**config.mk**
```make
export PLATFORM = sky130hd
export DESIGN_NAME = pipelined_adder_flat
export DESIGN_NICKNAME = d
export VERILOG_FILES = /design/src/rtl/pipelined_adder_if.sv /design/src/rtl/pipelined_adder.sv /design/src/flat_wrapper.sv
export SDC_FILE = /design/constraint.sdc
export NUM_CORES = 1
export LEC_CHECK = 0
export CAP_MARGIN = 15
export CELL_PAD_IN_SITES_DETAIL_PLACEMENT = 0
export CELL_PAD_IN_SITES_GLOBAL_PLACEMENT = 1
export CORE_MARGIN = 1.5
export CORE_UTILIZATION = 40
export CTS_BUF_LIST = sky130_fd_sc_hd__clkbuf_8 sky130_fd_sc_hd__clkbuf_16
export DETAILED_ROUTE_END_ITERATION = 6
export DONT_BUFFER_PORTS = 1
export PLACE_DENSITY_LB_ADDON = 0.2
export REMOVE_ABC_BUFFERS = 1
export SLEW_MARGIN = 20
export SYNTH_ARGS = -nofsm -noshare
export SYNTH_HDL_FRONTEND = slang
export SYNTH_SLANG_ARGS = --single-unit
```
**constraint.sdc**
```tcl
create_clock -name clk -period 2.85 [get_ports clk]
set_input_delay 0.57 -clock clk [delete_from_list [all_inputs] [get_ports clk]]
set_output_delay 0.57 -clock clk [all_outputs]
set_load 0.005 [all_outputs]
```
**src/rtl/pipelined_adder_if.sv**
```systemverilog
// Operand/result handshake bundle for pipelined_adder.
// The ovf signal exists only when ADDER_OVF_EN is defined.
interface pipelined_adder_if #(
    parameter int WIDTH = 32
);
    logic             in_valid;
    logic             in_ready;
    logic [WIDTH-1:0] a;
    logic [WIDTH-1:0] b;
    logic             cin;
    logic             out_valid;
    logic             out_ready;
    logic [WIDTH-1:0] sum;
    logic             cout;
`ifdef ADDER_OVF_EN
    logic             ovf;

    modport master (
        output in_valid, a, b, cin, out_ready,
        input  in_ready, out_valid, sum, cout, ovf
    );

    modport slave (
        input  in_valid, a, b, cin, out_ready,
        output in_ready, out_valid, sum, cout, ovf
    );
`else
    modport master (
        output in_valid, a, b, cin, out_ready,
        input  in_ready, out_valid, sum, cout
    );

    modport slave (
        input  in_valid, a, b, cin, out_ready,
        output in_ready, out_valid, sum, cout
    );
`endif
endinterface

```
**src/rtl/pipelined_adder.sv**
```systemverilog
// Pipelined ripple-carry adder: STAGES chunk adders, one register per stage, valid/ready on both sides.
// Define ADDER_OVF_EN to add the signed-overflow output (ovf) and its sign-bit pipeline.
module pipelined_adder #(
    parameter int WIDTH  = 32,
    parameter int STAGES = 4
) (
    input  logic             clk,
    input  logic             rst_n,
    pipelined_adder_if.slave bus
);
    localparam int CHUNK = WIDTH / STAGES;

    if (WIDTH < 1 || STAGES < 1 || STAGES > WIDTH || (WIDTH % STAGES) != 0) begin : g_param_check
        $error("pipelined_adder: WIDTH must be a positive multiple of STAGES");
    end

    logic [STAGES-1:0] v;
    logic [STAGES-1:0] v_in;
    logic [STAGES-1:0] load;

    logic [WIDTH-1:0]  a_q   [STAGES];
    logic [WIDTH-1:0]  b_q   [STAGES];
    logic [WIDTH-1:0]  s_q   [STAGES];
    logic [STAGES-1:0] c_q;

    logic [WIDTH-1:0]  a_in  [STAGES];
    logic [WIDTH-1:0]  b_in  [STAGES];
    logic [WIDTH-1:0]  s_in  [STAGES];
    logic [STAGES-1:0] c_in;
    logic [WIDTH-1:0]  s_nxt [STAGES];
    logic [CHUNK:0]    part  [STAGES];

    // A stage loads when it is empty or its successor loads, so holes close up behind a stall.
    always_comb begin
        logic downstream;
        downstream = bus.out_ready;
        load       = '0;
        for (int k = STAGES - 1; k >= 0; k--) begin
            downstream = !v[k] || downstream;
            load[k]    = downstream;
        end
    end

    always_comb begin
        a_in[0] = bus.a;
        b_in[0] = bus.b;
        s_in[0] = '0;
        c_in[0] = bus.cin;
        v_in[0] = bus.in_valid;
        for (int k = 1; k < STAGES; k++) begin
            a_in[k] = a_q[k-1];
            b_in[k] = b_q[k-1];
            s_in[k] = s_q[k-1];
            c_in[k] = c_q[k-1];
            v_in[k] = v[k-1];
        end
        for (int k = 0; k < STAGES; k++) begin
            part[k] = {1'b0, a_in[k][k*CHUNK +: CHUNK]}
                    + {1'b0, b_in[k][k*CHUNK +: CHUNK]}
                    + {{CHUNK{1'b0}}, c_in[k]};
            s_nxt[k] = s_in[k];
            s_nxt[k][k*CHUNK +: CHUNK] = part[k][CHUNK-1:0];
        end
    end

    // Data registers only move when their stage loads real data; a stalled stage holds its result.
    always_ff @(posedge clk) begin
        if (!rst_n) begin
            v   <= '0;
            c_q <= '0;
            for (int k = 0; k < STAGES; k++) begin
                a_q[k] <= '0;
                b_q[k] <= '0;
                s_q[k] <= '0;
            end
        end else begin
            for (int k = 0; k < STAGES; k++) begin
                if (load[k]) begin
                    v[k] <= v_in[k];
                    if (v_in[k]) begin
                        a_q[k] <= a_in[k];
                        b_q[k] <= b_in[k];
                        s_q[k] <= s_nxt[k];
                        c_q[k] <= part[k][CHUNK];
                    end
                end
            end
        end
    end

    // Already-consumed operand chunks are never read downstream and are trimmed by synthesis.
    logic unused_ops;
    always_comb begin
        unused_ops = 1'b0;
        for (int k = 0; k < STAGES; k++) begin
            unused_ops = unused_ops ^ (^a_q[k]) ^ (^b_q[k]);
        end
    end

`ifdef ADDER_OVF_EN
    logic ovf_q;
    logic ovf_nxt;

    assign ovf_nxt = (a_in[STAGES-1][WIDTH-1] == b_in[STAGES-1][WIDTH-1])
                  && (s_nxt[STAGES-1][WIDTH-1] != a_in[STAGES-1][WIDTH-1]);

    always_ff @(posedge clk) begin
        if (!rst_n) begin
            ovf_q <= 1'b0;
        end else if (load[STAGES-1] && v_in[STAGES-1]) begin
            ovf_q <= ovf_nxt;
        end
    end

    assign bus.ovf = ovf_q;
`endif

    assign bus.in_ready  = load[0];
    assign bus.out_valid = v[STAGES-1];
    assign bus.sum       = s_q[STAGES-1];
    assign bus.cout      = c_q[STAGES-1];

endmodule
```
**src/flat_wrapper.sv**
```systemverilog
// flat-port wrapper written by rule: the top's interface ports become plain ports
module pipelined_adder_flat 
#(
    parameter int WIDTH  = 32,
    parameter int STAGES = 4
)
  (clk, rst_n, bus_in_valid, bus_a, bus_b, bus_cin, bus_out_ready, bus_in_ready, bus_out_valid, bus_sum, bus_cout);
  pipelined_adder_if #(.WIDTH(WIDTH)) bus_i ();
  input  logic clk;
  input  logic rst_n;
  input wire logic [$bits(bus_i.in_valid)-1:0] bus_in_valid;
  input wire logic [$bits(bus_i.a)-1:0] bus_a;
  input wire logic [$bits(bus_i.b)-1:0] bus_b;
  input wire logic [$bits(bus_i.cin)-1:0] bus_cin;
  input wire logic [$bits(bus_i.out_ready)-1:0] bus_out_ready;
  output wire logic [$bits(bus_i.in_ready)-1:0] bus_in_ready;
  output wire logic [$bits(bus_i.out_valid)-1:0] bus_out_valid;
  output wire logic [$bits(bus_i.sum)-1:0] bus_sum;
  output wire logic [$bits(bus_i.cout)-1:0] bus_cout;
  assign bus_i.in_valid = bus_in_valid;
  assign bus_i.a = bus_a;
  assign bus_i.b = bus_b;
  assign bus_i.cin = bus_cin;
  assign bus_i.out_ready = bus_out_ready;
  assign bus_in_ready = bus_i.in_ready;
  assign bus_out_valid = bus_i.out_valid;
  assign bus_sum = bus_i.sum;
  assign bus_cout = bus_i.cout;
  pipelined_adder #(.WIDTH(WIDTH), .STAGES(STAGES)) u_core (.clk(clk), .rst_n(rst_n), .bus(bus_i));
endmodule
```
==> impl_results.md, run 1 <==
- GRT Util Overall: around an eighth
- CP Max Fanout: 3
- Die Y: around 150 um
- Flops & latches, synth: around 180
- Wirelength, routed: ~13 mm
- Clock Tree Buf Depth: 2
- Most frequent CP cell: fa_1
- Worst hold margin: slightly below 0.3 ns
- Placed standard-cell area: roughly 8500 um^2
- Max-Cap Viols: 0
- Fill cells: between 1500 and 2000
- Total congestion overflow: 0
- Layout cells sized above 1: 15.7%
- Sequential area share after synthesis: approximately 67%
- Critical path depth: 7
- Clk sinks: between 150 and 200
- Static leakage: 3.73 nW
- Top delay family on crit path: adder cells
- Initial Util: around two fifths
- Worst-skew pair later-pin latency: ~0.42 ns
- Sum of negative setup slack: 0 ns
- Worst Setup SP: u_core.b_q[0][8]
- Drt drc: 0
- Post-CTS Hold Buffers: 0
- Yosys warns: 0
- Worst path slowest cell: fa_1
- Syn Area/Cell: about 15 um^2
- Post-CTS setup buffer count: 0
- RSZ-0062 raised after global routing: no
- Post-DP HPWL: between 9 and 10 mm
- Synth-to-layout area growth: 10.5%
- Initial antenna violation count: 0
- Cell variety after synth: 43
- Area of the die: 21300 um^2
- Die width: between 100 and 150 um
- Core area: around 20000 um^2
- First-pass GRT wire length: between 20 and 25 mm
- Most common cell after layout, fill and taps aside: edfxtp_1
- Pwr Total: about 5.8 mW
- Req. time, crit path: about 3 ns
- Cell Pwr Density: between 600 and 700 nW/um^2
- Worst Hold Class: in -> reg
- Fmax: 0.427 GHz
- CP bufs+invs: 0
- DR pass1 iterations: 4
- Post-DRT Antenna Nets: 0
- Synth top area share: ~65%
- Min-delay src: bus_in_valid
- Critical path startpoint category: flop
- Routed vias: ~4100
- Period utilization: 82.1%
- R2R depth: 7
- CTS tree: done
- Reg2reg start: u_core.b_q[0][8]
- Cell area after technology mapping: slightly above 8000 um^2
- Outcome: finished, final reports clean
- Antenna cells: 0
- Inserted Clock Buffers: 17
- Layout net count: between 600 and 700
- GPL Wtd Cong: ~0.8
- # setup viols final: 0
- Root Driver: clkbuf_16
- Crit end category: flop
- Most frequent cells in the layout: edfxtp_1 (176), and3_1 (80), and2_4 (47), nor2_1 (29), and2_1 (29)
- Clock skew: 0.00688 ns
- Clock slew at reported path FFs: about 0.060 ns
- WP data arrival: roughly 2.5 ns
- Max H-tree Level: 4
- Area leader, netlist: edfxtp_1
- Crit path largest cell delay: 0.47 ns
- Critical path class: reg -> reg
- Drt wl/cell: between 15 and 20 um
- Rel. slew slack: roughly 63%
- Post-CTS sizing: 0
- Vias in the first global route: between 4000 and 5000
- Cell row count: 52
- Hold path depth: 2
- Port Buffers: 0
- I/O Pins: between 100 and 150
- Area contributors post-synth: edfxtp_1 (65%), and3_1 (6.1%), and2_4 (5.0%), ha_1 (4.3%), and2_1 (2.2%)
- Worst slew pin tran: about 0.56 ns
- Finished Cell Area: about 9000 um^2
- Iter 0 DRT Violations: roughly 180
- Largest net degree at the start of global routing: 95
- Cell chain of the critical path: fa_1, fa_1, a211oi_1, o21bai_1, a21o_1, xnor2_1, nor2_1
- Mapped Cells: 560
- Vias per inst: between 4 and 5
- Hold Violations, Final: 0
- Slew Limit Fails: 0
- Final min period: approximately 2.3 ns
- VDD IR max: around 380 uV
[cells in the mapped netlist]
| master | instances |
|---|---|
| mux2_2 | 1 |
| nand2_1 | 10 |
| and2_4 | 47 |
| inv_1 | 11 |
| o21ai_0 | 9 |
| fa_1 | 8 |
| o21bai_1 | 3 |
| xor2_1 | 9 |
| and4b_4 | 1 |
| o22ai_1 | 3 |
| a32o_1 | 1 |
| o21a_1 | 9 |
| and3_2 | 1 |
| nor2b_4 | 1 |
| o31ai_1 | 1 |
| a211oi_1 | 8 |
| a31oi_1 | 2 |
| o211ai_1 | 2 |
| xnor2_1 | 6 |
| o31a_1 | 4 |
| clkbuf_1 | 19 |
| nor2b_1 | 8 |
| and3_1 | 80 |
| a21oi_1 | 10 |
| dfxtp_1 | 8 |
| nor3_1 | 5 |
| and2_1 | 29 |
| buf_2 | 1 |
| edfxtp_1 | 176 |
| a21boi_0 | 1 |
| nand2b_1 | 4 |
| or3_1 | 3 |
| o31ai_2 | 1 |
| a221o_1 | 1 |
| a2111oi_4 | 1 |
| and3_4 | 1 |
| a21o_1 | 5 |
| nand2_4 | 1 |
| a21boi_2 | 1 |
| buf_6 | 5 |
| nand3_1 | 6 |
| ha_1 | 28 |
| nor2_1 | 29 |
[flip-flops by register name (all words and copies together) (netlist names)]
signal      flops
u_core.b_q     48
u_core.s_q     80
u_core.c_q      4
u_core.v        4
u_core.a_q     48
[per-stage QoR]
| stage | setup WS, ns | std cells | util (%) |
|---|---|---|---|
| finish | 0.509 | 844 | 44.9 |
| global route | 0.298 | 844 | 44.9 |
| CTS | 0.486 | 844 | 44.9 |
| global placement | 0.368 | 812 | 42.2 |
| detailed placement | 0.344 | 812 | 42.2 |
| floorplan | 0.136 | 535 | - |
[kinds of logic (layout without fill, tap and decap cells)]
kind of cell               count (synthesis)  count (layout)  synth area share, %
muxes                                      1               1                0.138
and+or+nand+nor                          226             226                 17.7
AOI/OAI and AO/OA                         62              62                 5.51
adders and majority gates                 36              36                 6.25
DFF                                      184             184                 66.7
xor gates and xnor gates                  15              15                 1.61
buffers and inverters                     36              50                 2.13
[power by group]
| group | switching [mW] | internal (mW) | total [mW] |
|---|---|---|---|
| combinational | 0.214 | 0.169 | 0.383 |
| clock | 0.940 | 1.26 | 2.20 |
| sequential | 0.0472 | 3.13 | 3.17 |
[metal layers]
metal,vias up,track usage (%),wire length (um)
met4,0,4.29,172
met1,1979,15.5,5900
met5,-,0,0
li1,2061,-,-
met3,15,4.23,465
met2,77,23.4,6900
[worst reg2reg max path: stages (launching register included)]
cell and delay [ns]:
edfxtp_1 0.39, fa_1 0.47, fa_1 0.43, a211oi_1 0.29
o21bai_1 0.12, a21o_1 0.21, xnor2_1 0.14, nor2_1 0.05
[area by class of cell]
class,count,area [um^2],share of cell area [%]
inverter,11,41.3,0.457
sequential,184,5450,60.3
tap,270,338,3.74
multi-input combinational,340,2560,28.3
clock buffer,17,425,4.71
clock inverter,15,120,1.33
timing repair buffer,7,103,1.14
[path summary, 6_finish.rpt]
check                           end  slack, ns
setup / recovery  u_core.s_q[1][14]       0.51
hold reg to reg   u_core.s_q[3][23]       0.52
hold / removal          u_core.v[0]       0.30
setup reg to reg  u_core.s_q[1][14]       0.51
(Power assumes the default switching activity.)
==> inputs of run 2 (changes only) <==
==> constraint.sdc (replaced) <==
create_clock -name clk -period 2 [get_ports clk]
set_input_delay 0.4 -clock clk [delete_from_list [all_inputs] [get_ports clk]]
set_output_delay 0.4 -clock clk [all_outputs]
set_load 0.005 [all_outputs]
==> run 2 against run 1 <==
The flow now finishes with violations (negative setup slack); clock power increased by 50%; clock skew rose by 0.0033 ns; sequential power up 43%; largest cell class unchanged.
==> impl_results.md, run 2 (synthesis gave the netlist of run 1 again) <==
- Crit path largest cell delay: 0.40 ns (-0.07 ns)
- Max FFs per register: 80 (unchanged)
- Worst path slowest cell: fa_2
- Top reg by flops: u_core.s_q
- Total congestion overflow: 0 (unchanged)
- Min-delay src: bus_in_valid
- Reg area: 5450 um^2 (unchanged)
- Vias in the first global route: 4414 (+3.2%)
- Routed vias: 4250 (+2.9%)
- Pwr Total: 8.46 mW (+47%)
- Max H-tree Level: 4 (unchanged)
- Period utilization: 106% (+24 points)
- Inserted Clock Buffers: 17 (unchanged)
- CP bufs+invs: 2 (+2)
- Cell chain of the critical path: fa_2, buf_6, a21o_1, a2111oi_4, buf_4, xor2_2, nor2_1
- R2R depth: 7 (unchanged)
- Rel. slew slack: 28.9% (-34 points)
- Worst hold endpoint: u_core.v[0]
- WP data arrival: 2.30 ns (-0.21 ns)
- Drt wl/cell: 16.7 um (+4.9%)
- Initial antenna violation count: 0 (unchanged)
- Critical path class: reg -> reg
- Failing checks: negative setup slack
- Final min period: 2.13 ns (-0.213 ns)
- Clk sinks: 184 (unchanged)
- Critical path startpoint category: flop
- Max-Cap Viols: 0 (unchanged)
- Core area: 20100 um^2 (unchanged)
- Cell Pwr Density: 913 nW/um^2 (+43%)
- First-pass GRT wire length: 22.8 mm (+5.8%)
- Synth-to-layout area growth: 13.4%
- Worst slew pin tran: 1.06 ns (+0.506 ns)
- Placed standard-cell area: 8540 um^2 (+0.68%)
- CTS tree: done
- Die Y: 146 um (unchanged)
- Worst-skew pair later-pin latency: 0.43 ns (about the same)
- Die width: 146 um (unchanged)
- Antenna cells: 0 (unchanged)
- Reg2reg start: u_core.b_q[0][8]
- Outcome: complete, but fails checks
- Layout cells sized above 1: 22.4% (+6.7 points)
- Cell row count: 52 (unchanged)
- Place WS: -0.354 ns (-0.697 ns)
- Post-DRT Antenna Nets: 0 (unchanged)
- RSZ-0062 raised after global routing: yes
- Wirelength, routed: 14.4 mm (+7.3%)
- Most frequent cells in the layout: edfxtp_1 (176), and3_1 (80), and2_4 (47), nor2_1 (29), and2_1 (29)
- Port Buffers: 0 (unchanged)
- GPL Wtd Cong: 0.763 (-5.0%)
- Post-DP HPWL: 9.16 mm (about the same)
- Worst Hold Class: in -> reg
- Most common cell after layout, fill and taps aside: edfxtp_1
- Clock skew: 0.0102 ns (+0.00335 ns)
- Hold path depth: 2 (unchanged)
- Finished Cell Area: 9270 um^2 (+2.6%)
- Initial Util: 40.6% (unchanged)
- Drt drc: 0 (unchanged)
- Area of the die: 21300 um^2 (unchanged)
- Iter 0 DRT Violations: 240 (+33%)
- DR pass1 iterations: 6 (+2)
- Post-CTS Hold Buffers: 0 (unchanged)
- PnR worst setup slack: -0.128 ns (-0.637 ns)
- Top delay family on crit path: compound AO/OA/AOI/OAI gates
- Fmax: 0.470 GHz (+10%)
- Worst Setup SP: u_core.b_q[0][8]
- Clock slew at reported path FFs: 0.07 ns (about the same)
- Slew Limit Fails: 0 (unchanged)
- Fill cells: 1795 (-0.17%)
- Root Driver: clkbuf_16
- Crit end category: flop
- # setup viols final: 8 (+8)
- I/O Pins: 104 (unchanged)
- R2r setup slk: -0.13 ns (-0.64 ns)
- Layout net count: 685 (+2.9%)
- Multi-input combinational cell area: 2640 um^2 (+3.3%)
- Req. time, crit path: 2.18 ns (-0.84 ns)
- CP Max Fanout: 2 (-1)
- Biggest regs: u_core.s_q: 80 flops, u_core.a_q: 48 flops, u_core.b_q: 48 flops
- GRT Util Overall: 14.0% (+0.69 points)
- Endpoint of the worst register-to-register path: u_core.s_q[1][13]
- VDD IR max: 541 uV (+44%)
- Vias per inst: 4.92 (+0.59%)
- Static leakage: 3.86 nW (+3.3%)
- Largest net degree at the start of global routing: 95 (unchanged)
- Clock Tree Buf Depth: 2 (unchanged)
- Hold Violations, Final: 0 (unchanged)
-- run 2: metrics by stage --
stage                     utilization [%]  hold WS (ns)  TNS (ns)  instances
after floorplan                         -         0.464    -63.60        535
after global placement               42.5         0.495     -1.65        823
after detailed placement             42.5         0.505     -2.03        823
after CTS                            45.8        0.0953    -0.815        862
after global routing                 46.1         0.120     -1.31        863
final                                46.1         0.124    -0.531        863
-- run 2: timing repair --
item,CTS,global route
pin swaps,11,10
gates cloned,1,0
setup endpoints to repair,11,11
resized for setup,14,11
setup buffers,6,1
-- run 2: area by class of cell --
class / instances / share of cell area [%]
inverters: 11 / 0.446
clock buffers: 18 / 4.74
multi-input cells: 341 / 28.5
flip-flops and latches: 184 / 58.8
well taps: 270 / 3.65
repair buffers: 25 / 2.34
clock inverters: 14 / 1.57
-- run 2: layer usage --
metal,global-route usage (%),wire [um],share of wire (%)
met5,0,0,0
met4,5.15,173,1.2
met3,3.51,627,4.3
met2,24.5,7500,52
met1,16.7,6110,42
-- run 2: report_power, final --
part	internal [mW]	total, mW	switching (mW)
logic	0.287	0.625	0.338
clock network	1.97	3.31	1.34
registers	4.45	4.52	0.0700
-- run 2: worst max path at each step --
stage,end,slack [ns],depth (start not counted)
2_1_floorplan,u_core.a_q[0][88],-0.57,3
3_3_place_gp,u_core.s_q[1][14],-0.31,7
3_5_place_dp,u_core.s_q[1][14],-0.35,7
4_1_cts,u_core.s_q[1][14],-0.17,7
5_1_grt,u_core.s_q[1][13],-0.23,7
6_report,u_core.s_q[1][13],-0.13,7
==> inputs of run 3 (changes only) <==
--- a/config.mk
+++ b/config.mk
@@ -14,6 +14,7 @@
 export DETAILED_ROUTE_END_ITERATION = 6
 export DONT_BUFFER_PORTS = 1
 export PLACE_DENSITY_LB_ADDON = 0.2
+export RECOVER_POWER = 50
 export REMOVE_ABC_BUFFERS = 1
 export SLEW_MARGIN = 20
 export SYNTH_ARGS = -nofsm -noshare
==> run 3 against run 2 <==
The flow still finishes with violations (negative setup slack); combinational power is 2% lower; power shrank 0.16%; final cell count stayed put; cell area down 0.50%; global-route usage unchanged; first-iteration DRC count fell by 2.1%; sequential share of layout area up 0.30 points; largest power group unchanged.
==> impl_results.md, run 3 (synthesis gave the netlist of run 1 again) <==
- Outcome: complete, but fails checks
- Failing checks: negative setup slack
- Worst Hold Class: in -> reg
- R2r setup slk: -0.13 ns (about the same)
- Crit path largest cell delay: 0.40 ns (about the same)
- # setup viols final: 9 (+1)
- Vias in the first global route: 4414 (unchanged)
- Port Buffers: 0 (unchanged)
- GRT Util Overall: 14.0% (unchanged)
- Clk sinks: 184 (unchanged)
- Largest net degree at the start of global routing: 95 (unchanged)
- Max-Cap Viols: 0 (unchanged)
- Max layer used: met4
- Initial antenna violation count: 0 (unchanged)
- Biggest regs: u_core.s_q: 80 flops, u_core.a_q: 48 flops, u_core.b_q: 48 flops
- WP data arrival: 2.30 ns (about the same)
- Root Driver: clkbuf_16
- Finished Cell Area: 9220 um^2 (-0.50%)
- Slew Limit Fails: 0 (unchanged)
- Die width: 146 um (unchanged)
- Core area: 20100 um^2 (unchanged)
- Fmax: 0.470 GHz (about the same)
- Die Y: 146 um (unchanged)
- Total congestion overflow: 0 (unchanged)
- Period utilization: 106% (about the same)
- Routed vias: 4278 (+0.66%)
- Reg area: 5450 um^2 (unchanged)
- Final min period: 2.13 ns (-0.000420 ns)
- Worst-skew pair later-pin latency: 0.43 ns (about the same)
- Vias per inst: 4.96 (+0.66%)
- Inserted Clock Buffers: 17 (unchanged)
- VDD IR max: 540 uV (-0.12%)
- Cell row count: 52 (unchanged)
- Post-CTS Hold Buffers: 0 (unchanged)
- Critical path class: reg -> reg
- Worst slew pin tran: 1.01 ns (-0.0478 ns)
- Placed standard-cell area: 8540 um^2 (unchanged)
- Top reg by flops: u_core.s_q
- Antenna cells: 0 (unchanged)
- Rel. slew slack: 32.1% (+3.2 points)
- RSZ-0062 raised after global routing: yes
- Initial Util: 40.6% (unchanged)
- Drt drc: 0 (unchanged)
- Wirelength, routed: 14.3 mm (-0.98%)
- Max H-tree Level: 4 (unchanged)
- Pwr Total: 8.44 mW (-0.16%)
- Iter 0 DRT Violations: 235 (-2.1%)
- Clock skew: 0.0105 ns (+0.000320 ns)
- Clock slew at reported path FFs: 0.07 ns (about the same)
- Most frequent cells in the layout: edfxtp_1 (176), and3_1 (81), and2_4 (47), nor2_1 (29), ha_1 (28)
- R2R depth: 7 (unchanged)
- First-pass GRT wire length: 22.8 mm (unchanged)
- Wire length on met1: 6.08 mm (-0.51%)
- Layout net count: 685 (unchanged)
- Multi-input combinational cell area: 2630 um^2 (-0.47%)
- Clock Tree Buf Depth: 2 (unchanged)
- Cell Pwr Density: 916 nW/um^2 (+0.34%)
- Max FFs per register: 80 (unchanged)
- Met3 Wirelength: 514 um (-18%)
- Cell chain of the critical path: fa_2, buf_6, a21o_1, a2111oi_4, buf_4, xor2_2, nor2_1
- Static leakage: 3.83 nW (-0.80%)
- Hold Violations, Final: 0 (unchanged)
- DR pass1 iterations: 4 (-2)
- Most common cell after layout, fill and taps aside: edfxtp_1
- Fill cells: 1803 (+0.45%)
- Req. time, crit path: 2.18 ns (about the same)
- Drt wl/cell: 16.5 um (-0.98%)
- GPL Wtd Cong: 0.763 (unchanged)
- Area of the die: 21300 um^2 (unchanged)
- Hold path depth: 2 (unchanged)
- Synth-to-layout area growth: 12.9%
- PnR worst setup slack: -0.128 ns (+0.000420 ns)
- Critical path startpoint category: flop
- DR WL met2: 7.47 mm (-0.45%)
- Worst path slowest cell: fa_2
- I/O Pins: 104 (unchanged)
- CP Max Fanout: 2 (unchanged)
- Post-DRT Antenna Nets: 0 (unchanged)
- Crit end category: flop
- Layout cells sized above 1: 21.4% (-1.0 points)
- Post-DP HPWL: 9.16 mm (unchanged)
- CTS tree: done
[run 3: cell types whose count changed in the layout (fill, tap and decap cells not counted), sizes merged]
cell and delta:
buf -5, clkbuf +5
[run 3: area by class of cell]
class	instances	share of cell area, %
timing repair buffer	25	1.98
clock buffer	18	4.76
tap	270	3.66
inverter	11	0.448
sequential	184	59.1
clock inverter	14	1.57
multi-input combinational	341	28.5
[run 3: report_power, final]
group / internal (mW) / switching [mW] / leakage [nW]
clock: 1.97 / 1.34 / 0.300
sequential: 4.46 / 0.0697 / 1.96
combinational: 0.276 / 0.335 / 1.56
[run 3: metal layers]
layer,global-route usage (%),vias to the layer above
met5,0,-
met4,5.15,0
met3,3.51,15
met2,24.5,84
met1,16.7,2074
li1,-,2105
[run 3: through the flow]
step | hold WS [ns] | setup WS (ns) | cells | util [%] | TNS [ns]
3_5_place_dp | 0.505 | -0.354 | 823 | 42.5 | -2.03
6_report | 0.124 | -0.128 | 863 | 45.9 | -0.618
5_1_grt | 0.0981 | -0.232 | 863 | 45.9 | -1.61
3_3_place_gp | 0.495 | -0.313 | 823 | 42.5 | -1.65
2_1_floorplan | 0.464 | -0.567 | 535 | - | -63.60
4_1_cts | 0.0953 | -0.175 | 862 | 45.8 | -0.815
[run 3: worst paths after layout]
check                                          to              from
worst max-delay path            u_core.s_q[1][13]  u_core.b_q[0][8]
worst min-delay path                  u_core.v[0]      bus_in_valid
worst max register to register  u_core.s_q[1][13]  u_core.b_q[0][8]
worst min register to register   u_core.s_q[3][5]  u_core.s_q[2][5]
[run 3: what timing repair did]
| action | CTS | global route |
|---|---|---|
| setup buffers | 6 | 1 |
| cloned | 1 | 0 |
| setup endpoints to repair | 11 | 11 |
| pin swaps | 11 | 10 |
| gates resized for setup | 14 | 11 |
[run 3: worst max-delay path, delay by kind of cell, from the launching register on]
family	cells	cell delay (ns)
buf+inv	2	0.31
flops	1	0.39
compound gates	2	0.59
simple gates	1	0.05
fa+ha+maj	1	0.40
xor+xnor	1	0.13
